--- config.mk ---
export PLATFORM = sky130hd
export DESIGN_NAME = bt_status_tx
export DESIGN_NICKNAME = d
export VERILOG_FILES = /design/src/rtl/bt_status_tx_pkg.sv /design/src/rtl/bt_status_tx_uart_tx.sv /design/src/rtl/bt_status_tx.sv
export SDC_FILE = /design/constraint.sdc
export NUM_CORES = 1
export LEC_CHECK = 0
export ABC_AREA = 1
export CORE_ASPECT_RATIO = 1.75
export CORE_MARGIN = 2
export CORE_UTILIZATION = 45
export CTS_CLUSTER_DIAMETER = 100
export DETAILED_ROUTE_END_ITERATION = 8
export PLACE_DENSITY = 0.62
export SLEW_MARGIN = 20
export SYNTH_ARGS = -nofsm -noshare
export SYNTH_HDL_FRONTEND = slang
export SYNTH_SLANG_ARGS = --single-unit
--- constraint.sdc ---
create_clock -name clk -period 1.71 [get_ports clk]
set_input_delay 0.2565 -clock clk [delete_from_list [all_inputs] [get_ports clk]]
set_output_delay 0.2565 -clock clk [all_outputs]
set_load 0.01 [all_outputs]
--- src/rtl/bt_status_tx_pkg.sv ---
// Shared definitions for the Bluetooth status transmitter: frame layout,
// controller state encoding and small helper functions.
package bt_status_tx_pkg;

  // Default frame start byte
  localparam logic [7:0] HEADER_BYTE = 8'hA5;

  // Number of bytes in one status frame (header, song, volume, pause, checksum)
  localparam int FRAME_LEN = 5;

  // Frame controller state encoding
  localparam logic [2:0] ST_IDLE = 3'd0;
  localparam logic [2:0] ST_LOAD = 3'd1;
  localparam logic [2:0] ST_SEND = 3'd2;
  localparam logic [2:0] ST_WAIT = 3'd3;
  localparam logic [2:0] ST_DONE = 3'd4;

  // Clocks per UART bit; shared with the command receiver so both agree
  function automatic int baud_div(input int clk_freq, input int baud);
    return clk_freq / baud;
  endfunction

  // Frame checksum: XOR of the three payload bytes
  function automatic logic [7:0] frame_checksum(input logic [7:0] b1,
                                                input logic [7:0] b2,
                                                input logic [7:0] b3);
    return b1 ^ b2 ^ b3;
  endfunction

endpackage

--- src/rtl/bt_status_tx_uart_tx.sv ---
// 8N1 UART serialiser. A start request while idle latches the byte and
// shifts out start bit, 8 data bits LSB first and a stop bit, each held
// exactly BAUD_DIV clocks. o_done pulses for one cycle once the stop bit
// has been held for its full period. Requests while busy are ignored.
module bt_status_tx_uart_tx #(
  parameter int BAUD_DIV = 10
) (
  input  logic       clk,
  input  logic       rst_n,
  input  logic       i_start,
  input  logic [7:0] i_data,
  output logic       o_tx,
  output logic       o_busy,
  output logic       o_done
);

  localparam int CNT_W = (BAUD_DIV > 1) ? $clog2(BAUD_DIV) : 1;
  localparam logic [CNT_W-1:0] CNT_MAX = CNT_W'(BAUD_DIV - 1);

  logic             busy_q, busy_d;
  logic             tx_q, tx_d;
  logic             done_q, done_d;
  logic [CNT_W-1:0] baud_q, baud_d;
  logic [3:0]       bit_q, bit_d;
  logic [7:0]       shift_q, shift_d;

  // Next-state logic: bit timing and shifting of the serial frame
  always_comb begin
    busy_d  = busy_q;
    tx_d    = tx_q;
    done_d  = 1'b0;
    baud_d  = baud_q;
    bit_d   = bit_q;
    shift_d = shift_q;
    if (!busy_q) begin
      if (i_start) begin
        busy_d  = 1'b1;
        tx_d    = 1'b0;
        shift_d = i_data;
        baud_d  = {CNT_W{1'b0}};
        bit_d   = 4'd0;
      end else begin
        tx_d = 1'b1;
      end
    end else if (baud_q == CNT_MAX) begin
      baud_d = {CNT_W{1'b0}};
      if (bit_q == 4'd9) begin
        busy_d = 1'b0;
        done_d = 1'b1;
        tx_d   = 1'b1;
      end else begin
        bit_d = bit_q + 4'd1;
        if (bit_q == 4'd8) begin
          tx_d = 1'b1;
        end else begin
          tx_d    = shift_q[0];
          shift_d = {1'b0, shift_q[7:1]};
        end
      end
    end else begin
      baud_d = baud_q + CNT_W'(1);
    end
  end

  // State registers; the line idles high out of reset
  always_ff @(posedge clk or negedge rst_n) begin
    if (!rst_n) begin
      busy_q  <= 1'b0;
      tx_q    <= 1'b1;
      done_q  <= 1'b0;
      baud_q  <= {CNT_W{1'b0}};
      bit_q   <= 4'd0;
      shift_q <= 8'd0;
    end else begin
      busy_q  <= busy_d;
      tx_q    <= tx_d;
      done_q  <= done_d;
      baud_q  <= baud_d;
      bit_q   <= bit_d;
      shift_q <= shift_d;
    end
  end

  assign o_tx   = tx_q;
  assign o_busy = busy_q;
  assign o_done = done_q;

endmodule

--- src/rtl/bt_status_tx.sv ---
// Player status reporter: watches song, volume and pause, and whenever any
// of them differs from the last frame sent (or on an explicit request)
// sends a 5-byte status frame over the UART link to the phone.
module bt_status_tx
  import bt_status_tx_pkg::*;
#(
  parameter int         CLK_FREQ = 100_000_000,
  parameter int         BAUD     = 9600,
  parameter logic [7:0] HEADER   = HEADER_BYTE
) (
  input  logic       clk,
  input  logic       rst_n,
  input  logic [2:0] i_song_select,
  input  logic [3:0] i_vol_level,
  input  logic       i_pause,
  input  logic       i_req,
  output logic       o_tx,
  output logic       o_busy,
  output logic       o_frame_done
);

  localparam int BAUD_DIV = baud_div(CLK_FREQ, BAUD);
  localparam logic [2:0] LAST_IDX = 3'(FRAME_LEN - 1);

  logic [2:0] state_q, state_d;
  logic       pending_q, pending_d;
  logic [7:0] snap_q, snap_d;      // {song, vol, pause} of the last frame sent
  logic [7:0] cap_q, cap_d;        // payload of the frame in flight
  logic [2:0] idx_q, idx_d;
  logic       busy_q, busy_d;
  logic       frame_done_q, frame_done_d;

  logic [7:0] status_s;
  logic       change_s;
  logic       trigger_s;
  logic [7:0] byte_song_s, byte_vol_s, byte_pause_s;
  logic [7:0] tx_byte_s;
  logic       start_s;
  logic       uart_busy_s;
  logic       uart_done_s;

  assign status_s     = {i_song_select, i_vol_level, i_pause};
  assign change_s     = (status_s != snap_q);
  assign trigger_s    = pending_q | change_s | i_req;
  assign byte_song_s  = {5'b00000, cap_q[7:5]};
  assign byte_vol_s   = {4'b0000, cap_q[4:1]};
  assign byte_pause_s = {7'b0000000, cap_q[0]};
  assign start_s      = (state_q == ST_SEND) && !uart_busy_s;

  // Select the frame byte currently due for transmission
  always_comb begin
    case (idx_q)
      3'd0:    tx_byte_s = HEADER;
      3'd1:    tx_byte_s = byte_song_s;
      3'd2:    tx_byte_s = byte_vol_s;
      3'd3:    tx_byte_s = byte_pause_s;
      3'd4:    tx_byte_s = frame_checksum(byte_song_s, byte_vol_s, byte_pause_s);
      default: tx_byte_s = HEADER;
    endcase
  end

  // Frame sequencing; pending stays sticky so changes during a frame coalesce
  // into exactly one follow-up frame
  always_comb begin
    state_d   = state_q;
    pending_d = trigger_s;
    snap_d    = snap_q;
    cap_d     = cap_q;
    idx_d     = idx_q;
    case (state_q)
      ST_IDLE: begin
        if (trigger_s) begin
          state_d = ST_LOAD;
        end else begin
          state_d = ST_IDLE;
        end
      end
      ST_LOAD: begin
        cap_d     = status_s;
        snap_d    = status_s;
        pending_d = i_req;
        idx_d     = 3'd0;
        state_d   = ST_SEND;
      end
      ST_SEND: begin
        if (!uart_busy_s) begin
          state_d = ST_WAIT;
        end else begin
          state_d = ST_SEND;
        end
      end
      ST_WAIT: begin
        if (uart_done_s) begin
          if (idx_q == LAST_IDX) begin
            state_d = ST_DONE;
          end else begin
            idx_d   = idx_q + 3'd1;
            state_d = ST_SEND;
          end
        end else begin
          state_d = ST_WAIT;
        end
      end
      ST_DONE: begin
        state_d = ST_IDLE;
      end
      default: begin
        state_d = ST_IDLE;
      end
    endcase
    busy_d       = (state_d != ST_IDLE);
    frame_done_d = (state_d == ST_DONE);
  end

  // Controller registers; snapshot resets to match the command receiver
  always_ff @(posedge clk or negedge rst_n) begin
    if (!rst_n) begin
      state_q      <= ST_IDLE;
      pending_q    <= 1'b0;
      snap_q       <= 8'd0;
      cap_q        <= 8'd0;
      idx_q        <= 3'd0;
      busy_q       <= 1'b0;
      frame_done_q <= 1'b0;
    end else begin
      state_q      <= state_d;
      pending_q    <= pending_d;
      snap_q       <= snap_d;
      cap_q        <= cap_d;
      idx_q        <= idx_d;
      busy_q       <= busy_d;
      frame_done_q <= frame_done_d;
    end
  end

  bt_status_tx_uart_tx #(
    .BAUD_DIV(BAUD_DIV)
  ) u_uart_tx (
    .clk    (clk),
    .rst_n  (rst_n),
    .i_start(start_s),
    .i_data (tx_byte_s),
    .o_tx   (o_tx),
    .o_busy (uart_busy_s),
    .o_done (uart_done_s)
  );

  assign o_busy       = busy_q;
  assign o_frame_done = frame_done_q;

endmodule
# Yosys cells after proc, flatten, opt, wreduce, memory -nomap -nowiden
# Cells that the tools add are included.
# word_totals
output_inout_bits,3
regBits,46
# op_classes
n_mux,34
eq_ne,17
n_reduce_logical,9
add_sub_neg,3
bitwise_logic,4
# ops
operator,count
$mux 14,3
$mux 8,5
$pmux 8 s4,1
$mux 4,4
$mux 1,15
$add 14x1->14 const B,1
$eq 14x14->1 const B,1
$eq 3x2->1 const B,4
$mux 3,4
$pmux 3 s4,1
$eq 4x4->1 const B,2
$ne 2x2->1 const B,4
$ne 8x8->1,1
$eq 3x1->1 const B,2
$eq 3x3->1 const B,2
$pmux 3 s2,1
$reduce_and 3->1,2
$add 4x1->4 const B,1
$reduce_and 4->1,1
$reduce_bool 2->1,2
$xor 3x4->4,1
$xor 4x1->4,1
$add 3x1->3 const B,1
$logic_not 3->1,1
5 further kinds,6

# Logic depth before layout (Yosys ltp)
# Gate-level depths: netlist of run 1.
# logic_depth
ltp_word,6
depth_mapped,12
mapped_depth_nobuf,12

# Hierarchy
# A second synthesis of run 1 with hierarchy kept.
# unflattened
cells_unflattened,362
hier_area_um2,2787.7
# by_module_without_submodules
mod,cells_per_inst,instances,area_per_inst_um2
bt_status_tx_uart_tx,223,1,1717.9
bt_status_tx,139,1,1069.8

# Worst setup path after synthesis of run 1
# No wires, ideal clock.
# synth_timing
path_kind,flip-flop to flip-flop
from,reg u_uart_tx.baud_q[0]
to,reg u_uart_tx.shift_q[7]
arrival_time_ps,1309
slack_ps,282
path_stages_with_launch,10
synth_period_minus_slack_ps,1428
setup_ps,119
path_cell_list,dfrtp_1 > ha_1 > nand3_2 > nor2_1 > nand2_2 > nand2_4 > nand3_4 > buf_6 > nand2_2 > o21ai_2
# synth_via
elab_chain_cells,3
# synth_rtl
item,line_no,source
from (decl),bt_status_tx_uart_tx.sv:23,"logic [CNT_W-1:0] baud_q, baud_d;"
from (signal assigned),bt_status_tx_uart_tx.sv:71,baud_q <= {CNT_W{1'b0}};
from (signal assigned),bt_status_tx_uart_tx.sv:78,baud_q <= baud_d;
$eq 14x14->1,bt_status_tx_uart_tx.sv:45,end else if (baud_q == CNT_MAX) begin
$ne 2x2->1 (no line),--,
$reduce_and 4->1 (no line),--,
to (signal assigned),bt_status_tx_uart_tx.sv:80,shift_q <= shift_d;
to (decl),bt_status_tx_uart_tx.sv:25,"logic [7:0] shift_q, shift_d;"
# No other way between the ends.
# A chain may end at the register's enable or synchronous reset.

# Final worst setup path of run 1
# layout_timing
from,"reg u_uart_tx.tx_q, in the netlist u_uart_tx.o_tx"
to,out o_tx
# layout_lines
item,line_no,source
from (decl),bt_status_tx_uart_tx.sv:21,"logic tx_q, tx_d;"
from (signal assigned),bt_status_tx_uart_tx.sv:76,tx_q <= tx_d;
to (decl),bt_status_tx.sv:17,"output logic o_tx,"
# No word-level cell between the ends.

==> flow_metrics.tcl, run 1 <==
set metrics [dict create \
    fp.coreArea_sq_um 5830 \
    worst-endpoint-arrival_ps 1380 \
    share_of_flip_flops_with_an_asynchronous_set_or_reset_after_synthesis_pct 100 \
    static_leakage_power_nw 1.40 \
    n_fill_cell 598 \
    detailedPlace.worstSlack_ps 92.4 \
    critical_path.max_stage_delay_ps 540 \
    post-synth-top-area-fraction_pct 42.1 \
    drtIter0Drc 80 \
    maxSlewViolCount 0 \
    floorplan.die.width_um 62.3 \
    clkLatencyLatePin_ps 300 \
    layout_worst_path_cycle_share_pct 95.4 \
    yosysTopAreaCell "sky130_fd_sc_hd__dfrtp_1" \
    clk_transition_reported_paths_ps 90 \
    post-dp-hpwl_mm 4.43 \
    routed_wl_mm 5.80 \
    skew_ps 8.59 \
    setup.reg_to_reg.worst_slack_ps 110 \
    clockRootBuffer "sky130_fd_sc_hd__clkbuf_8" \
    cts-htree-levels 2 \
    dpl.cell_count 437 \
    cts_inserted_buffers 5 \
    antenna_violating_nets_post_route 0 \
    grt.total_usage_pct 19.4 \
    number_of_warnings_issued_by_yosys 0 \
    drt-vias-per-instance 5.04 \
    fp.dieArea_sq_um 6600 \
    die_height_um 106 \
    worst-path-buf-inv 1 \
    row_count 37 \
    firstDrtPassIters 5 \
    grt_max_degree 47 \
    timing.critical_path.required_ps 1450 \
    post_layout_nonfiller_instances 446 \
    reg2reg_from "u_uart_tx.baud_q[0]$_DFFE_PN0P_" \
    postCtsSetupRepairBufs 0 \
    report.power.total_mw 1.90 \
    number_of_distinct_library_cells_after_synthesis 37 \
    max-clock-path-buffers 2 \
    worst-slew-pin-transition_ps 361 \
    synth_seq_cells 46 \
    hold_viol_final 0 \
    worst_setup_path_end_kind "output pin" \
    drv.max_cap_violation_count 0 \
    floorplan.initialDensity_pct 45.8 \
    critical-path-top-delay-family "flip-flops" \
    place.gp.congestion 0.832 \
    synth.yosys.seq_area_share_pct 43.1 \
    sw_frac_of_total_pct 23.1 \
    layout_setup_ws_ps 77.9 \
    ys_top_cells_by_area "sky130_fd_sc_hd__dfrtp_1, sky130_fd_sc_hd__nand2_1, sky130_fd_sc_hd__nand3_1" \
    period_minus_slack_ps 1630 \
    first_global_vias 2275 \
    flow.area_growth_from_synthesis_pct 13.8 \
    pwr-share-clk_pct 37.1 \
    yosys_most_used_dff "sky130_fd_sc_hd__dfrtp_1" \
    finalNetCount 387 \
    final_layout_size_suffix_gt1_share_pct 13.0 \
    path_class "reg2out" \
    cell_internal_pwr_mw 1.46 \
    vias 2250 \
    power_frac_seq_pct 58.1 \
    multi_input_area_sq_um 1340 \
    seq_area_sq_um 1150 \
    grt_antenna_before_repair 0 \
    kind_of_start_point_of_the_critical_path "flop" \
    worstHoldPathType "in2async" \
    avgSynthCellArea_sq_um 7.77 \
    most_frequent_cells_after_synthesis "sky130_fd_sc_hd__nand2_1, sky130_fd_sc_hd__dfrtp_1, sky130_fd_sc_hd__inv_1" \
    cp_cell_sequence "clkdlybuf4s50_1" \
    combinationalPowerShare_pct 4.8 \
    grt-ovfl-total 0 \
    fmax_mhz 613 \
    grt_first_pass_wirelength_mm 10.1 \
    power.density_nw_per_um2 625 \
    net_switching_power_figure_uw 439 \
    finalSetupViolations 0 \
    ioPinCount 14 \
    post-synth-top-count-cell "sky130_fd_sc_hd__nand2_1" \
    worst_relative_slew_slack_pct 75.8 \
    syn-cell-area_sq_um 2670 \
    cts_tree "done" \
    synth_edf_count 0 \
    crit_path_top_delay_cell "sky130_fd_sc_hd__dfstp_2" \
    reg2reg_to "u_uart_tx.shift_q[1]$_DFFE_PN0P_" \
    synthesis.nets 364 \
    antenna-diode-count 0 \
    cts.sinks 46 \
    peakVddDrop_mv 0.528 \
    routed_wire_length_per_instance_um 13.0 \
    run_status "completed" \
    route.detailed.drc 0 \
    fin_worst_hold_slack_ps 457 \
    worst-path-max-fanout 2 \
    io_buffer_count 13 \
    r2r.worst_path.cells 8 \
    synthesis.instances 344 \
]
==> sequential cells by signal, indices dropped and copies added, names as in the netlist <==
name	count
u_uart_tx.o_tx	1
state_q	3
u_uart_tx.o_busy	1
u_uart_tx.shift_q	8
pending_q	1
cap_q	8
u_uart_tx.bit_q	4
idx_q	3
o_frame_done	1
o_busy	1
u_uart_tx.baud_q	14
u_uart_tx.o_done	1
==> cell type report <==
type                    count  share of cell area (%)
flip-flops and latches     46                    37.9
clock inverters             1                   0.164
clock buffers               7                    2.84
multi-input cells         251                    44.2
repair buffers             20                    6.33
inverters                  43                    5.43
well taps                  78                    3.21
==> worst max-delay path by stage <==
stage                                          from                          endpoint  slack [ps]  cells after the start
finish                   u_uart_tx.o_tx$_DFFE_PN1P_                              o_tx          80                      1
CTS                      u_uart_tx.o_tx$_DFFE_PN1P_                              o_tx          60                      1
floorplan           u_uart_tx.baud_q[0]$_DFFE_PN0P_  u_uart_tx.shift_q[7]$_DFFE_PN0P_         280                      9
detailed placement                            i_req                  o_busy$_DFF_PN0_          90                      6
global route        u_uart_tx.baud_q[0]$_DFFE_PN0P_  u_uart_tx.baud_q[11]$_DFFE_PN0P_          -8                      8
global placement                              i_req                  o_busy$_DFF_PN0_         100                      6
==> placed cells by master (no fill, tap or decap), drive strengths merged, types with 3 or more instances in the layout <==
cell type	instances
dfrtp	45
nand4	5
inv	41
nor3	5
o21ai	36
clkbuf	7
xor2	5
nand3	36
clkdlybuf4s50	12
or2	3
ha	9
nor2	23
xnor2	3
buf	7
a21oi	4
nand2	110
==> cells by family (layout without fill, tap and decap cells) <==
kind of cell    Yosys count  after routing  share of synthesized area, %
buf+inv                  47             71                          7.07
flops                    46             46                          43.1
fa+ha+maj                 9              9                          4.21
simple gates            185            185                          32.1
xor+xnor                  8              8                          2.62
compound gates           49             49                          10.9
==> layer usage <==
layer | track usage, % | part of all wire (%) | wire, um | vias to the layer above
li1 | - | - | - | 1158
met1 | 19.4 | 39 | 2260 | 1059
met2 | 40.1 | 58 | 3340 | 28
met3 | 2.22 | 1.9 | 111 | 5
met4 | 6.19 | 1.4 | 83 | 0
met5 | 0 | 0 | 0 | -
==> through the flow <==
| step | TNS, ps | cell area (sq um) | util, % |
|---|---|---|---|
| floorplan | 0 | 2670 | - |
| global placement | 0 | 2930 | 50.2 |
| detailed placement | 0 | 2930 | 50.2 |
| CTS | 0 | 3030 | 51.9 |
| global route | -18.0 | 3040 | 52.2 |
| finish | 0 | 3040 | 52.2 |
==> repair_timing <==
action,4_1_cts,5_1_grt
endpoints found under the setup margin,0,3
resized for setup,0,3
hold buffers,1,0
endpoints found under the hold margin,45,0
==> power by group through the flow <==
| stage | combinational (mW) | sequential [mW] | clock (mW) |
|---|---|---|---|
| global placement | 0.0918 | 1.13 | 0 |
| floorplan | 0.0311 | 1.12 | 0 |
| detailed placement | 0.0924 | 1.13 | 0 |
| global route | 0.104 | 1.11 | 0.767 |
| CTS | 0.0946 | 1.11 | 0.726 |
| finish | 0.0909 | 1.11 | 0.707 |
Note: power is estimated with default switching activity, not from simulation.
==> run 2: changes to the inputs <==
--- a/config.mk
+++ b/config.mk
@@ -12,6 +12,7 @@
 export CTS_CLUSTER_DIAMETER = 100
 export DETAILED_ROUTE_END_ITERATION = 8
 export PLACE_DENSITY = 0.62
+export REMOVE_ABC_BUFFERS = 1
 export SLEW_MARGIN = 20
 export SYNTH_ARGS = -nofsm -noshare
 export SYNTH_HDL_FRONTEND = slang
==> flow_metrics.tcl, run 2 (synthesis gave the netlist of run 1 again) <==
set metrics [dict create \
    run_status "completed" \
    sw_frac_of_total_pct 23.0 \
    place.gp.congestion 0.812 \
    cell_internal_pwr_mw 1.46 \
    finalSetupViolations 0 \
    skew_ps 12.5 \
    clk_transition_reported_paths_ps 90 \
    firstDrtPassIters 4 \
    crit_cells 1 \
    net_switching_power_figure_uw 436 \
    r2r.worst_path.cells 8 \
    worst_relative_slew_slack_pct 69.6 \
    fp.coreArea_sq_um 5830 \
    cts-htree-levels 2 \
    antenna_violating_nets_post_route 0 \
    grt_setup_unrepaired "no" \
    finalNetCount 387 \
    setup_total_negative_slack_ps 0 \
    drv.max_cap_violation_count 0 \
    power_frac_seq_pct 58.2 \
    routed_wl_mm 5.74 \
    die_height_um 106 \
    routed_wire_length_per_instance_um 12.9 \
    cp_cell_sequence "clkdlybuf4s50_1" \
    floorplan.initialDensity_pct 45.8 \
    antenna-diode-count 0 \
    cts_inserted_buffers 5 \
    path_class "reg2out" \
    layout_worst_path_cycle_share_pct 94.8 \
    power.density_nw_per_um2 624 \
    worstHoldPathType "in2async" \
    drtIter0Drc 86 \
    detailed_place.area_sq_um 2920 \
    vias 2240 \
    timing.critical_path.required_ps 1450 \
    clockRootBuffer "sky130_fd_sc_hd__clkbuf_8" \
    worst_setup_path_end_kind "output pin" \
    row_count 37 \
    post-dp-hpwl_mm 4.42 \
    kind_of_start_point_of_the_critical_path "flop" \
    floorplan.die.width_um 62.3 \
    route.detailed.drc 0 \
    critical_path.max_stage_delay_ps 540 \
    max-clock-path-buffers 2 \
    layout_commonest_cell "sky130_fd_sc_hd__nand2_1" \
    worst-path-max-fanout 2 \
    combinationalPowerShare_pct 4.9 \
    grt_first_pass_wirelength_mm 9.96 \
    fp.dieArea_sq_um 6600 \
    grt.total_usage_pct 19.0 \
    drt-vias-per-instance 5.02 \
    flow.area_growth_from_synthesis_pct 13.9 \
    largest_registers "u_uart_tx.baud_q: 14 flops, cap_q: 8 flops, u_uart_tx.shift_q: 8 flops" \
    final_layout_size_suffix_gt1_share_pct 13.3 \
    clkLatencyLatePin_ps 300 \
    largest_register_ff_count 14 \
    grt-ovfl-total 0 \
    worst-path-buf-inv 1 \
    ioPinCount 14 \
    static_leakage_power_nw 1.40 \
    layout.cell_area.non_filler_sq_um 3050 \
    worst-endpoint-arrival_ps 1360 \
    n_fill_cell 612 \
    hold_viol_final 0 \
    crit_path_top_delay_cell "sky130_fd_sc_hd__dfstp_2" \
    fin_worst_hold_slack_ps 452 \
    cts.sinks 46 \
    post_layout_nonfiller_instances 446 \
    grt_max_degree 30 \
    peakVddDrop_mv 0.402 \
    worst-slew-pin-transition_ps 456 \
    grt_antenna_before_repair 0 \
    critical-path-top-delay-family "flip-flops" \
    pwr-share-clk_pct 36.9 \
    top_register "u_uart_tx.baud_q" \
    fmax_mhz 617 \
    io_buffer_count 13 \
    maxSlewViolCount 0 \
    period_minus_slack_ps 1620 \
    first_global_vias 2260 \
    cts_tree "done" \
    dpl.cell_count 436 \
    layout.cells.most_common_list "sky130_fd_sc_hd__nand2_1, sky130_fd_sc_hd__dfrtp_1, sky130_fd_sc_hd__inv_1" \
]
## run 2: cell counts in the layout (fill, tap and decap cells not counted)
No cell type changed its count.
## run 2: worst paths after layout
kind | slack, ps | endpoint | startpoint
max | 90 | o_tx | u_uart_tx.o_tx$_DFFE_PN1P_
max reg2reg | 140 | u_uart_tx.baud_q[7]$_DFFE_PN0P_ | u_uart_tx.baud_q[1]$_DFFE_PN0P_
min in group clk | 500 | u_uart_tx.shift_q[2]$_DFFE_PN0P_ | u_uart_tx.shift_q[2]$_DFFE_PN0P_
max in group asynchronous | 660 | u_uart_tx.o_tx$_DFFE_PN1P_ | rst_n
min reg2reg | 500 | u_uart_tx.shift_q[2]$_DFFE_PN0P_ | u_uart_tx.shift_q[2]$_DFFE_PN0P_
min | 450 | state_q[1]$_DFF_PN0_ | rst_n
## run 2: layout make-up
class	count	area, sq um	share of cell area, %
sequential	46	1150	37.8
tap	78	97.6	3.20
clock inverter	1	5.00	0.164
inverter	43	165	5.42
timing repair buffer	20	193	6.33
multi-input combinational	251	1350	44.2
clock buffer	7	86.3	2.83
## run 2: stage by stage
stage          utilization, %  setup WS [ps]  power, mW
6_report                 52.2           89.6       1.90
5_1_grt                  52.2           2.58       1.97
4_1_cts                  51.8           78.1       1.93
3_5_place_dp             50.0           94.0       1.22
3_3_place_gp             50.0            126       1.22
2_1_floorplan               -            235       1.16
## run 2: power groups by stage
stage | Clock (mW) | Sequential [mW] | Combinational [mW]
5_1_grt | 0.758 | 1.11 | 0.107
2_1_floorplan | 0 | 1.12 | 0.0311
3_5_place_dp | 0 | 1.13 | 0.0936
3_3_place_gp | 0 | 1.13 | 0.0935
4_1_cts | 0.728 | 1.11 | 0.0963
6_report | 0.702 | 1.10 | 0.0932
## run 2: repair_timing
action	4_1_cts	5_1_grt
resized for setup	0	4
buffers inserted	0	1
hold endpoints to repair	17	0
endpoints found under the setup margin	0	4
hold buffers	1	0
## run 2: per-layer routing
metal	vias to the layer above	wire length [um]	part of all wire, %	GRT usage [%]
li1	1157	-	-	-
met1	1043	2310	40	20.4
met2	35	3250	57	37.7
met3	5	111	1.9	2.43
met4	0	74	1.3	6.03
met5	-	0	0	0
